`src/rtl/fir_pkg.sv`:
```
`default_nettype none
// ============================================================================
//  Module   : fir_pkg
//  Purpose  : Shared widths and symmetric coefficient set for the fully
//             serial 16-tap linear-phase FIR filter.
//  Revision : 1.0  initial release
// ============================================================================
package fir_pkg;

    localparam int IW    = 12;            // input sample width
    localparam int CW    = 12;            // coefficient width
    localparam int OW    = 29;            // output / accumulator width
    localparam int TAPS  = 16;            // filter length
    localparam int PAIRS = TAPS / 2;      // symmetric tap pairs per frame
    localparam int PW    = IW + 1 + CW;   // pair-sum x coefficient width
    localparam int CNTW  = $clog2(PAIRS); // phase counter width
    localparam int IDXW  = $clog2(TAPS);  // delay-line index width

    // Half of the symmetric impulse response; tap k and tap TAPS-1-k share H[k]
    localparam logic signed [CW-1:0] H [0:PAIRS-1] = '{
        12'sd3, -12'sd7, -12'sd14, 12'sd12,
        12'sd58, 12'sd33, -12'sd121, 12'sd492
    };

endpackage : fir_pkg
`default_nettype wire

```
`src/rtl/fir_pair_mac.sv`:
```
`default_nettype none
// ============================================================================
//  Module   : fir_pair_mac
//  Purpose  : Combinational symmetric-pair multiply-accumulate:
//             acc_out = (clear ? 0 : acc_in) + (a + b) * h
//  Revision : 1.0  initial release
// ============================================================================
module fir_pair_mac
    import fir_pkg::*;
(
    input  logic signed [IW-1:0] a,
    input  logic signed [IW-1:0] b,
    input  logic signed [CW-1:0] h,
    input  logic signed [OW-1:0] acc_in,
    input  logic                 clear,
    output logic signed [OW-1:0] acc_out
);

    logic signed [IW:0]   w_sum;
    logic signed [PW-1:0] w_prod;
    logic signed [OW-1:0] w_prod_ext;

    // One extra bit on the pair sum keeps -2048 + -2048 exact
    assign w_sum = {a[IW-1], a} + {b[IW-1], b};

    // Both operands widened to the product width so the multiply is signed and exact
    assign w_prod = $signed({{(PW-IW-1){w_sum[IW]}}, w_sum})
                  * $signed({{(PW-CW){h[CW-1]}}, h});

    assign w_prod_ext = {{(OW-PW){w_prod[PW-1]}}, w_prod};

    // First pair of a frame starts a fresh sum, the rest accumulate
    assign acc_out = clear ? w_prod_ext : (acc_in + w_prod_ext);

endmodule : fir_pair_mac
`default_nettype wire

```
`src/rtl/fir_full_serial.sv`:
```
`default_nettype none
// ============================================================================
//  Module   : fir_full_serial
//  Purpose  : Fully serial 16-tap symmetric FIR. One sample per 8-clock
//             frame, one tap pair per clock through a single multiplier.
//  Revision : 1.0  initial release
// ============================================================================
module fir_full_serial
    import fir_pkg::*;
(
    input  logic                 clk,
    input  logic                 rst,
    input  logic signed [IW-1:0] Xin,
    output logic signed [OW-1:0] Yout
);

    localparam logic [CNTW-1:0] c_last_phase = CNTW'(PAIRS - 1);

    logic [CNTW-1:0]      r_cnt;
    logic signed [IW-1:0] r_x [0:TAPS-1];
    logic signed [OW-1:0] r_acc;

    logic [IDXW-1:0]      w_idx_a;
    logic [IDXW-1:0]      w_idx_b;
    logic                 w_frame_end;
    logic                 w_frame_start;
    logic signed [OW-1:0] w_mac;

    assign w_idx_a       = IDXW'(r_cnt);
    assign w_idx_b       = IDXW'(TAPS - 1) - w_idx_a;
    assign w_frame_end   = (r_cnt == c_last_phase);
    assign w_frame_start = (r_cnt == '0);

    fir_pair_mac u_mac (
        .a       (r_x[w_idx_a]),
        .b       (r_x[w_idx_b]),
        .h       (H[r_cnt]),
        .acc_in  (r_acc),
        .clear   (w_frame_start),
        .acc_out (w_mac)
    );

    // Phase counter, running accumulator and frame output register
    always_ff @(posedge clk or posedge rst) begin
        if (rst) begin
            r_cnt <= '0;
            r_acc <= '0;
            Yout  <= '0;
        end else begin
            r_cnt <= r_cnt + CNTW'(1);
            r_acc <= w_mac;
            if (w_frame_end) begin
                Yout <= w_mac;
            end
        end
    end

    // Delay line shifts once per frame, on the same edge the result is latched
    always_ff @(posedge clk or posedge rst) begin
        if (rst) begin
            for (int k = 0; k < TAPS; k++) begin
                r_x[k] <= '0;
            end
        end else if (w_frame_end) begin
            r_x[0] <= Xin;
            for (int k = 1; k < TAPS; k++) begin
                r_x[k] <= r_x[k-1];
            end
        end
    end

endmodule : fir_full_serial
`default_nettype wire

```
`config.mk`:
```
export PLATFORM = sky130hd
export DESIGN_NAME = fir_full_serial
export DESIGN_NICKNAME = d
export VERILOG_FILES = /design/src/rtl/fir_pkg.sv /design/src/rtl/fir_pair_mac.sv /design/src/rtl/fir_full_serial.sv
export SDC_FILE = /design/constraint.sdc
export NUM_CORES = 1
export LEC_CHECK = 0
export ABC_AREA = 1
export BUFFER_PORTS_ARGS = -buffer_cell sky130_fd_sc_hd__buf_4
export CORE_MARGIN = 2
export CORE_UTILIZATION = 58
export CTS_BUF_LIST = sky130_fd_sc_hd__clkbuf_4
export CTS_CLUSTER_DIAMETER = 80
export DETAILED_ROUTE_END_ITERATION = 8
export GPL_ROUTABILITY_DRIVEN = 0
export PLACE_DENSITY_LB_ADDON = 0.25
export SLEW_MARGIN = 25
export SYNTH_ARGS = -nofsm -noshare
export SYNTH_HDL_FRONTEND = slang
export SYNTH_HIERARCHICAL = 1
export SYNTH_SLANG_ARGS = --single-unit
```
`constraint.sdc`:
```
create_clock -name clk -period 9.81 [get_ports clk]
set_input_delay 0.981 -clock clk [delete_from_list [all_inputs] [get_ports clk]]
set_output_delay 0.981 -clock clk [all_outputs]
set_load 0.02 [all_outputs]
```
==> flow_results.org, run 1 <==
** Job
- Across the run, the number of max-cap violations was 0.

** Setup path
- Logic depth of the worst setup path including buffers :: 45
- STA puts the critical path data arrival time at 9760 ps.
- CP Buf/Inv Count :: 9
- The setup check on the worst reg-to-reg path leaves a slack of 670 ps.
- Family with the most delay on the worst path :: adder cells
- Reg-to-reg critical path endpoint :: Yout[28]
- Of all nets on the critical path, the largest fanout is 21.
- The most numerous cell type found on the critical path is nand2_1.
- The critical path starts at r_cnt[1].
- Number of cell instances on the worst register-to-register path :: 45
- Start of the worst register-to-register path :: r_cnt[1]
- Critical path start-end classification :: reg2reg
- CP max-delay cell :: fa_1
- Maximum single-stage delay on the critical path :: 630 ps
- In this run the worst setup path terminates at Yout[28].
- Critical Path Start Type :: flip-flop
- STA classifies the critical path endpoint as a flip-flop.
- Worst endpoint required time :: 10440 ps

** Floorplanning
- The floorplan has 68 rows.
- Measured along the x axis, the die boundary spans 192 µm.
- From bottom edge to top edge, the die measures 192 µm.
- Ports placed on the boundary :: 43
- Area of the core :: 0.0347 mm²
- The die covers 0.0369 mm².
- The initial utilization of the core area, before any placement, comes to 59.1%.

** Clock tree
- After clock tree synthesis, the flow added hold-fix buffers numbering 0.
- Post-CTS timing repair inserted 0 buffers for setup.
- Clock-pin slew of the registers on the worst-case setup and hold paths :: 60 ps
- The clock reaches the later pin of the worst-skew pair after 760 ps.
- Post_cts resized :: 0
- TritonCTS Sinks :: 253
- Clk Tree Root Cell :: clkbuf_4
- The longest clock path from root to sink contains 3 buffers.
- The H-tree was split into 3 levels.
- Clock tree synthesis inserted a total of 72 buffers.
- Clock tree from TritonCTS :: done

** Yosys
- Dominant combinational cell family by area after synthesis :: simple AND/OR/NAND/NOR gates
- Multiplexer cells account for 1.59% of the synthesized area.
- Count of cell types in the netlist :: 52
- Summing the areas of all compound-gate instances in the mapped netlist gives 8.31% of the synthesized area.
- Synthesis produced a netlist whose cell count is 2714.
- The largest total area in the synthesized netlist belongs to dfrtp_1.
- Sequential elements use 30.9% of the synthesized area.
- After synthesis, the largest area contributor takes up 30.9% of total cell area.
- Share of synthesized cell area in and, or, nand and nor gates :: 24.6%
- Post-synthesis net count :: 2978
- Synthesis inferred 253 register bits.
- Fraction of the mapped netlist area in adder cells :: 20.7%
- A synthesized cell averages 7.56 µm².
- Post-synthesis share of cell area spent on xor and xnor gates :: 1.57%
- Async S/R FF share, synth :: 100%
- Number of warnings printed during yosys synthesis :: 6
- After synthesis, the cell types taking the most area are dfrtp_1 (31%), nand2_1 (15%), fa_1 (14%).
- Mapped cell area :: 0.0205 mm²
- EDFF count, synth :: 0
- For this run, the leading register cell type out of synthesis is dfrtp_1.

** Detailed routing
- In the final routed layout, each cell accounts on average for 14.7 µm.
- After detailed routing, the number of remaining DRC violations is 0.
- The first routing iteration left 1575 violations.
- Routed vias/inst :: 5.35
- Final WL :: 47900 µm
- The detail route stage leaves a number of antenna-violating nets equal to 0.
- DRT Pass-1 Iters :: 6
- Count of vias placed by the detailed router :: 17426

** STA
- Slew at the pin with the worst max-slew slack :: 952 ps
- Headroom to the max-slew limit came out at 36.5%.
- For the final database, setup skew stands at 37.0 ps.
- RSZ-0062 raised after global routing :: false
- Setup violations remaining at the end of the flow were counted as 0.
- Final-report hold violation count :: 0
- In the final timing run, aggregate negative setup slack is 0 ps.
- Achievable frequency :: 109 MHz
- For the finished layout, the period the worst path requires is 9140 ps.
- After layout, the worst path uses 93.1% of the clock period.
- Number of max-slew violations in the final report :: 0

** Global route
- Initial antenna violation count :: 2
- First-pass GRT wire length :: 82900 µm
- Entering global routing, the biggest net connects 323 pins.
- Via count of the first global-routing pass :: 17224
- In the global route stage, overall resource usage came out at 27.9%.
- GRT Residual Overflow :: 0

** Min path
- Class of the most critical hold timing path :: in2async

** Final layout
- The filler cells instantiated in the layout total 2994.
- Commonest cells after routing, fill and taps aside :: nand2_1 (830), inv_1 (507), dfrtp_1 (251), o21ai_0 (234), nand3_1 (155)
- Compared with the post-synthesis result, the final layout area differs by 7.46%.
- Layout cells sized above 1 :: 9.95%
- Nets@finish :: 3019
- Most common library cell in the layout ignoring fill and taps :: nand2_1
- Summing all non-filler instances in the final layout gives an area of 0.0220 mm².

** Placement
- After legalization and detailed placement, the total HPWL measured 34700 µm.
- After detailed placement, the total cell area comes to 0.0211 mm².
- Count of input and output buffers :: 42

** Outcome
- Outcome :: complete, no violations
==> area by class of cell <==
class / count / area [µm²] / share of cell area, %
clock buffer: 99 / 743 / 3.37
antenna: 2 / 5.00 / 0.0227
inverter: 525 / 2000 / 9.05
clock inverter: 23 / 161 / 0.732
tap: 455 / 569 / 2.58
timing repair buffer: 64 / 576 / 2.61
multi-input combinational: 1839 / 11700 / 52.9
sequential: 253 / 6340 / 28.7
==> per-layer routing <==
layer	global-route usage, %	up-vias	share of wire [%]
met5	0	-	0
met4	10.2	0	3.1
li1	-	8404	-
met2	43.6	663	45
met3	4.97	138	7.1
met1	39.0	8221	44
==> cell families (layout without fill, tap and decap cells) <==
group | Yosys count | after routing
fa+ha+maj | 250 | 250
buf+inv | 622 | 711
simple gates | 1201 | 1201
mux | 29 | 29
compound gates | 324 | 324
flops | 253 | 253
xor+xnor | 35 | 35
other cells | 0 | 2
==> cells in the mapped netlist, types with 10 or more instances <==
cell	number
buf_6	11
inv_1	508
buf_4	19
nor2_2	10
buf_2	28
inv_2	12
nand3_1	155
xnor2_1	14
ha_1	102
a21oi_1	57
o21ai_0	234
nand2_1	830
nand4_1	14
xor2_1	19
nand2_2	13
fa_1	148
nor2_1	127
clkbuf_1	37
dfrtp_1	253
mux2_2	29
==> how the worst min path moves through the flow <==
stage	cells past startpoint	endpoint	from	slack, ps
after global routing	3	r_x[189]	Xin[9]	390
final	2	r_x[58]	rst	390
after global placement	2	r_x[73]	r_x[85]	460
after CTS	3	r_x[189]	Xin[9]	380
after detailed placement	2	r_x[119]	r_x[131]	470
after floorplan	2	r_x[103]	r_x[115]	450
==> registers in the layout, indices dropped and copies added, names as in the netlist <==
signal,flops
r_x,192
r_acc,29
r_cnt,3
Yout,29
==> per-stage QoR <==
step / std cells / setup WS [ps] / hold WS, ps / utilization [%]
4_1_cts: 3257 / 652 / 379 / 63.4
6_report: 3260 / 674 / 387 / 63.5
2_1_floorplan: 2714 / 1840 / 450 / -
3_3_place_gp: 3135 / 861 / 459 / 60.8
5_1_grt: 3260 / 13.6 / 386 / 63.5
3_5_place_dp: 3135 / 703 / 465 / 60.8
Power of run 1 is not shown: default switching activity piles up to over one toggle a cycle in this logic, so the estimate is an artifact.
==> run 2, diff against run 1 <==
- CORE_MARGIN: 2 -> 1.5
- RECOVER_POWER: unset -> 25
- SKIP_LAST_GASP: unset -> 1
==> run 2 against run 1 <==
Effect of this change: the run now ends with max-capacitance violations, max-slew violations left; first-iteration DRC count is 16% lower; final area is 0.56% lower; non-clock buffer count is 1 higher; critical path depth stayed put; clock skew is 14 ps higher; highest routed layer unchanged; hold slack better by 52 ps; sequential share of layout area is 0.15 points higher; die area is 1.0% lower; final cell count is 0.15% lower; utilization is 0.35 points lower; routed wire length is 0.22% lower; count of clock-buffer cells in the layout is 3 higher.
==> flow_results.org, run 2 (synthesis results as in run 1) <==
** Clock tree
- The number of buffers inserted by hold repair at cts was 0 (unchanged).
- Setup Fix Bufs, Post-CTS :: 0 (unchanged)
- The clock-pin slew of the registers on the worst-case setup and hold paths was 70 ps (about the same).
- The clock sink count came to 253 (unchanged).
- CTS HTree Levels :: 3 (unchanged)
- The post-cts repair resize count was 0 (unchanged).
- TritonCTS built the clock tree.
- The number of buffers between clock root and the deepest sink was 3 (unchanged).
- The tree is rooted in a clkbuf_4.
- Insertion delay to the later sink of the worst-skew pair :: 760 ps (about the same)
- Number of buffers created by CTS :: 71 (-1.4%)

** Final layout
- The flip-flop count of the largest register, all copies and words added came to 192 (unchanged).
- Count of placed standard cells in the final layout, fillers left out :: 3255 (-0.15%)
- Sequential cell area :: 0.00633 mm² (about the same)
- Counting flops per register, the top entry is r_x.
- Commonest cells after routing, fill and taps aside :: nand2_1 (830), inv_1 (507), dfrtp_1 (252), o21ai_0 (234), nand3_1 (155)
- Area occupied by multi-input gates :: 0.0117 mm² (unchanged)
- Number of fill cells :: 3133 (+4.6%)
- The share of cells above drive strength 1 is 9.87% (-0.082 points).
- Largest registers :: r_x (192), Yout (29), r_acc (29)
- The library cell used most frequently in the layout, excluding fill and tap cells, is nand2_1.
- Nets@finish :: 3019 (unchanged)
- Layout-stage area growth over the synthesis result :: 6.87%

** Setup path
- Start of the worst register-to-register path :: r_cnt[1]
- The largest fanout on the critical path was 14 (-33%).
- CP max-delay cell :: fa_1
- The buffering stage count on the worst path with inverters included is 8 (-1).
- Number of cell instances on the worst register-to-register path :: 45 (unchanged)
- The most numerous cell type found on the critical path is nand2_1.
- In this run the critical register-to-register path is captured at Yout[28].
- In this design, the largest share of critical-path delay is due to adder cells.
- Critical path start-end classification :: reg2reg
- Worst endpoint required time :: 10430 ps (about the same)
- Worst Path Arrival :: 9720 ps (-40 ps)
- The worst setup path is captured at a flip-flop.
- Logic depth of the worst setup path including buffers :: 45 (unchanged)
- The register-to-register setup slack was 700 ps (+30 ps).
- The largest stage delay on the critical path came to 700 ps (+70 ps).
- STA classifies the critical path startpoint as a flip-flop.

** Floorplanning
- Die width :: 191 µm (-0.52%)
- The effective utilization at floorplan came to 59.1% (unchanged).
- The total number of placement rows was 68 (unchanged).
- Die outline area :: 0.0365 mm² (-1.0%)
- Die span in y :: 191 µm (-0.52%)
- The number of ports placed on the die boundary came to 43 (unchanged).
- The core area was 0.0347 mm² (unchanged).

** Outcome
- Outcome :: finished with violations
- The final reports fail on max-capacitance violations, max-slew violations.

** STA
- The setup TNS was 0 ps (unchanged).
- Maximum clock skew at final layout :: 51.2 ps (+14.1 ps)
- Number of max-slew violations in the final report :: 190 (+190)
- Setup repair after global routing left no endpoint under its margin.
- The share of the clock period used by the worst path came to 92.8% (-0.29 points).
- The final setup violation count is 0 (unchanged).
- Normalized max-slew margin :: -273% (-310 points)
- Min Clock Period, post-route :: 9110 ps (-28.9 ps)
- Slew at the pin with the worst max-slew slack :: 5560 ps (+4610 ps)
- The number of endpoints with negative hold slack in the final report came to 0 (unchanged).
- The timing-limited maximum frequency was 110 MHz (+0.32%).

** Detailed routing
- Routed length on met2 :: 21400 µm (-1.4%)
- The final routed wire length divided by cell count is 14.7 µm (about the same).
- The total routed wirelength came to 47800 µm (-0.22%).
- Starting DRC count in detailed routing :: 1319 (-16%)
- Count of unresolved DRC violations after routing :: 0 (unchanged)
- Total met3 wirelength after detailed routing :: 3350 µm (-1.4%)
- The number of vias per cell after detailed routing was 5.29 (-1.1%).
- Met1 Routed Length :: 21600 µm (+1.5%)
- The total number of vias came to 17209 (-1.2%).
- The number of detailed-route iterations in the first pass was 6 (unchanged).
- The highest metal layer carrying signal wires in the routed design is met4.
- The number of nets with antenna violations after routing came to 0 (unchanged).

** Global route
- The global-route usage over all layers was 28.0% (+0.11 points).
- The number of antenna violations at the first check in global routing was 3 (+1).
- The aggregate global routing overflow came to 0 (unchanged).
- The first-pass GRT wire length was 82300 µm (-0.71%).
- The maximum number of pins on one net before global-route repair is 130 (-60%).
- Via count of the first global-routing pass :: 17289 (+0.38%)

** Min path
- Number of instances on the worst hold path :: 3
- Critical hold path startpoint :: Xin[8]
- The path with the worst hold slack has its endpoint at r_x[188].
- Class of the most critical hold timing path :: in2reg

** Job
- The number of maximum-capacitance violations is 2 (+2).

** Placement
- Number of cells after detailed placement :: 3137 (+0.064%)
- The post-DP HPWL was 34900 µm (+0.76%).
- Count of input and output buffers :: 42 (unchanged)
## run 2: changes by cell type in the layout (fill, tap and decap cells not counted), moves of 2 or more
cell | before | now
clkbuf_4 | 99 | 103
clkinv_2 | 4 | 1
clkinv_4 | 2 | 0
buf_12 | 6 | 2
buf_4 | 57 | 60
clkinv_1 | 16 | 10
diode_2 | 2 | 4
## run 2: routing by layer
layer  up-vias  track usage, %
met5         -               0
met4         0            11.8
met3       113            5.45
met2       598            42.9
met1      8120            39.0
li1       8378               -
## run 2: worst max path at each step
| stage | startpoint | end | slack (ps) |
|---|---|---|---|
| 4_1_cts | r_cnt[1] | Yout[28] | 840 |
| 3_3_place_gp | r_cnt[0] | Yout[28] | 1050 |
| 3_5_place_dp | r_cnt[1] | Yout[28] | 860 |
| 2_1_floorplan | r_cnt[0] | Yout[28] | 1840 |
| 5_1_grt | r_cnt[1] | Yout[28] | 110 |
| 6_report | r_cnt[1] | Yout[28] | 700 |
## run 2: per-stage QoR
stage / worst slack (ps) / hold WS (ps) / utilization [%] / cell area, µm²
6_report: 703 / 438 / 63.2 / 21900
5_1_grt: 108 / 375 / 63.2 / 21900
4_1_cts: 841 / 371 / 63.2 / 21900
3_5_place_dp: 863 / 465 / 60.7 / 21100
3_3_place_gp: 1050 / 459 / 60.7 / 21100
2_1_floorplan: 1840 / 450 / - / 20500
## run 2: worst min-delay path, stage by stage
cell     delay (ps)
buf_4            80
nand2_1          40
o21ai_0          60
## run 2: area by class of cell
cell class	instances	share of cell area, %
Antenna cell	4	0.0456
Clock buffer	102	3.49
Clock inverter	12	0.377
Inverter	525	9.07
Multi-Input combinational cell	1839	53.2
Sequential cell	253	28.9
Tap cell	455	2.60
Timing Repair Buffer	65	2.34
Power of run 2 is left out for the same reason.
==> run 3, diff against run 2 <==
- ABC_AREA: 1 -> unset
==> run 3 against run 2 <==
Effect of this change: the run still ends with max-capacitance violations, max-slew violations left; clock skew rose by 2.1 ps; routed wire length fell by 21%; synthesized area fell by 8.6%; critical path depth fell by 3; final area fell by 3.3%; sequential cell count did not move; highest routed layer unchanged.
==> flow_results.org, run 3 <==
** Global route
- The global-route usage over all layers was 23.8% (-4.2 points).
- The number of antenna violations at the first check in global routing is 1 (-2).
- The aggregate global routing overflow is 0 (unchanged).
- The maximum number of pins on one net before global-route repair is 99 (-24%).
- First-pass GRT wire length :: 63700 µm (-23%)
- Via count of the first global-routing pass :: 13129 (-24%)

** Setup path
- Source of the critical timing path :: r_cnt[1]
- The largest stage delay on the critical path was 560 ps (-140 ps).
- The largest fanout on the critical path was 6 (-8).
- The worst setup path is of the reg2reg kind.
- The worst setup path is captured at a flip-flop.
- Worst endpoint required time :: 10350 ps (-80 ps)
- Start of the worst register-to-register path :: r_cnt[1]
- The logic depth of the worst register-to-register path was 42 (-6.7%).
- STA classifies the critical path startpoint as a flip-flop.
- The endpoint arrival time on the critical path came to 10030 ps (+310 ps).
- The slowest stage of the critical path belongs to the cell fa_1.

** Placement
- Half-perimeter wire length after placement :: 27000 µm (-23%)
- Place WS :: -192 ps (-1060 ps)
- Count of input and output buffers :: 42 (unchanged)

** Yosys
- Sorting the synthesized cells by area gives the leading types as dfrtp_1 (34%), fa_1 (16%), mux2_1 (11%).
- Synth cell count leaders :: dfrtp_1 (253), inv_1 (201), mux2_1 (191)
- Synthesized area per cell :: 11.8 µm² (+56%)
- Async S/R FF share, synth :: 100% (unchanged)
- Count leader, synth :: dfrtp_1
- Number of warnings printed during yosys synthesis :: 6 (unchanged)
- Number of synthesized register bits :: 253 (unchanged)
- Of all cell types, the one taking the most synthesized area is dfrtp_1.
- Post-synthesis cell count :: 1594 (-41%)
- Count of cell types in the netlist :: 67 (+29%)
- Part of the Yosys area used for sequential elements :: 33.8% (+2.9 points)
- Mapped cell area :: 0.0188 mm² (-8.6%)
- The count of flip-flops with a built-in enable after synthesis was 0 (unchanged).
- The post-synth net total is 1858 (-38%).
- The most used flip-flop cell after synthesis is dfrtp_1.
- Synth top area share :: 33.8% (+2.9 points)

** Min path
- Number of instances on the worst hold path :: 1 (-2)
- Critical hold path startpoint :: r_x[9]
- Class of the most critical hold timing path :: reg2reg

** Final layout
- The final net count was 2009 (-33%).
- Commonest cells after routing, fill and taps aside :: dfrtp_1 (251), inv_1 (197), mux2_1 (191), fa_1 (146), buf_4 (144)
- Layout-stage area growth over the synthesis result :: 13.0%
- Largest registers :: r_x (192), Yout (29), r_acc (29)
- Leaving out fill and tap cells, the most frequent cell in the layout is dfrtp_1.
- Layout cells sized above 1 :: 23.7% (+14 points)
- Register bank with the most flops :: r_x
- Max reg flops :: 192 (unchanged)
- Number of fill cells :: 2429 (-22%)

** Floorplanning
- The number of ports placed on the die boundary came to 43 (unchanged).
- The effective utilization at floorplan is 59.1% (about the same).
- Die outline area :: 0.0334 mm² (-8.5%)
- Number of placement rows :: 65 (-4.4%)
- Die width :: 183 µm (-4.3%)
- Area of the core :: 0.0317 mm² (-8.6%)
- Die span in y :: 183 µm (-4.3%)

** Clock tree
- The root buffer cell chosen for the clock tree is clkbuf_4.
- Number of buffers inserted for hold repair after clock tree synthesis :: 0 (unchanged)
- Insertion delay to the later sink of the worst-skew pair :: 700 ps (-60 ps)
- The clock-pin slew of the registers on the worst-case setup and hold paths was 60 ps (about the same).
- The number of H-tree levels was 3 (unchanged).
- TritonCTS Sinks :: 253 (unchanged)
- TritonCTS built the clock tree.
- Number of buffers created by CTS :: 66 (-7.0%)
- Clock buffer depth :: 3 (unchanged)

** Detailed routing
- Count of unresolved DRC violations after routing :: 0 (unchanged)
- The number of nets with antenna violations after routing was 0 (unchanged).
- The number of detailed-route iterations in the first pass is 5 (-1).
- The total number of vias came to 12194 (-29%).
- The total routed wirelength is 37500 µm (-21%).
- Routed vias/inst :: 5.59 (+5.8%)
- Starting DRC count in detailed routing :: 525 (-60%)
- The final routed wire length divided by cell count came to 17.2 µm (+17%).

** STA
- The final setup violation count was 0 (unchanged).
- Slew at the pin with the worst max-slew slack :: 4290 ps (-1270 ps)
- Final-report hold violation count :: 0 (unchanged)
- The post-layout minimum cycle time was 9480 ps (+377 ps).
- Fraction of the cycle the final worst path needs :: 96.7% (+3.8 points)
- Smallest hold slack :: 486 ps (+48.3 ps)
- Achievable frequency :: 105 MHz (-4.0%)
- Number of max-slew violations in the final report :: 166 (-13%)
- Maximum clock skew at final layout :: 53.2 ps (+2.07 ps)
- Normalized max-slew margin :: -186% (+86 points)
- Worst-case setup margin in the final layout :: 326 ps (-377 ps)

** Job
- The number of maximum-capacitance violations was 2 (unchanged).

** Outcome
- Violated checks :: max-capacitance violations, max-slew violations
- Outcome :: finished with violations
## run 3: cell count changes in the layout (fill, tap and decap cells not counted), moves of 20 or more
cell     before  now
buf_4        60  144
o21ai_0     234   29
a21o_1        4   27
nand3_1     155    6
nor2_1      126   36
a21oi_1      57   37
xnor2_1      14   34
mux2_1        0  191
and2_1        6   73
nand2_1     830  113
inv_1       507  197
mux2_2       29   55
mux4_2        0   48
## run 3: path summary, 6_finish.rpt
check,end,slack (ps)
worst max-delay path,Yout[28],330
max in group asynchronous,r_x[101],3390
min in group asynchronous,Yout[5],1300
worst min register to register,r_x[9],490
worst max register to register,Yout[28],330
worst min-delay path,r_x[9],490
## run 3: repair_timing
| item | 4_1_cts | 5_1_grt |
|---|---|---|
| hold endpoints to repair | 0 | 0 |
| gates cloned | 0 | 2 |
| pin swaps | 1 | 33 |
| resized for setup | 10 | 52 |
| setup buffers | 3 | 20 |
| endpoints found under the setup margin | 5 | 19 |
## run 3: kinds of logic after synthesis
logic type | Yosys count | share of synthesized area [%]
fa+ha+maj | 250 | 22.6
buf+inv | 277 | 6.16
xor+xnor | 64 | 2.99
flops | 253 | 33.8
simple gates | 283 | 7.43
compound gates | 166 | 5.98
mux | 301 | 21.1
## run 3: layer usage
layer	vias up	wire length, µm	track usage [%]
met5	-	0	0
met4	0	1170	9.44
met3	69	1170	3.87
met2	189	19500	41.2
met1	6256	15700	29.9
li1	5680	-	-
## run 3: stage by stage
stage          instance area, µm²  cells  util, %  setup TNS, ps
6_report                    21200   2180     66.8              0
5_1_grt                     21200   2180     66.8           -382
4_1_cts                     20800   2157     65.5              0
3_5_place_dp                19900   2054     62.9           -392
3_3_place_gp                19900   2054     62.9              0
2_1_floorplan               18800   1594        -              0
## run 3: critical path, delay by kind of cell, from the launching register on
kind,cells,cell delay (ps)
adders and majority gates,9,3440
AOI/OAI and AO/OA,11,1960
and+or+nand+nor,8,1160
muxes,3,990
buffers and inverters,9,950
DFF,1,510
xor gates and xnor gates,2,330
## run 3: area by class of cell
type	count	area (µm²)	area share, %
clock inverter	10	80.1	0.378
antenna	1	2.50	0.0118
timing repair buffer	158	1280	6.05
multi-input combinational	1064	11600	54.5
clock buffer	90	676	3.19
inverter	202	763	3.60
tap	402	503	2.37
sequential	253	6340	29.9
Power of run 3 is left out for the same reason.
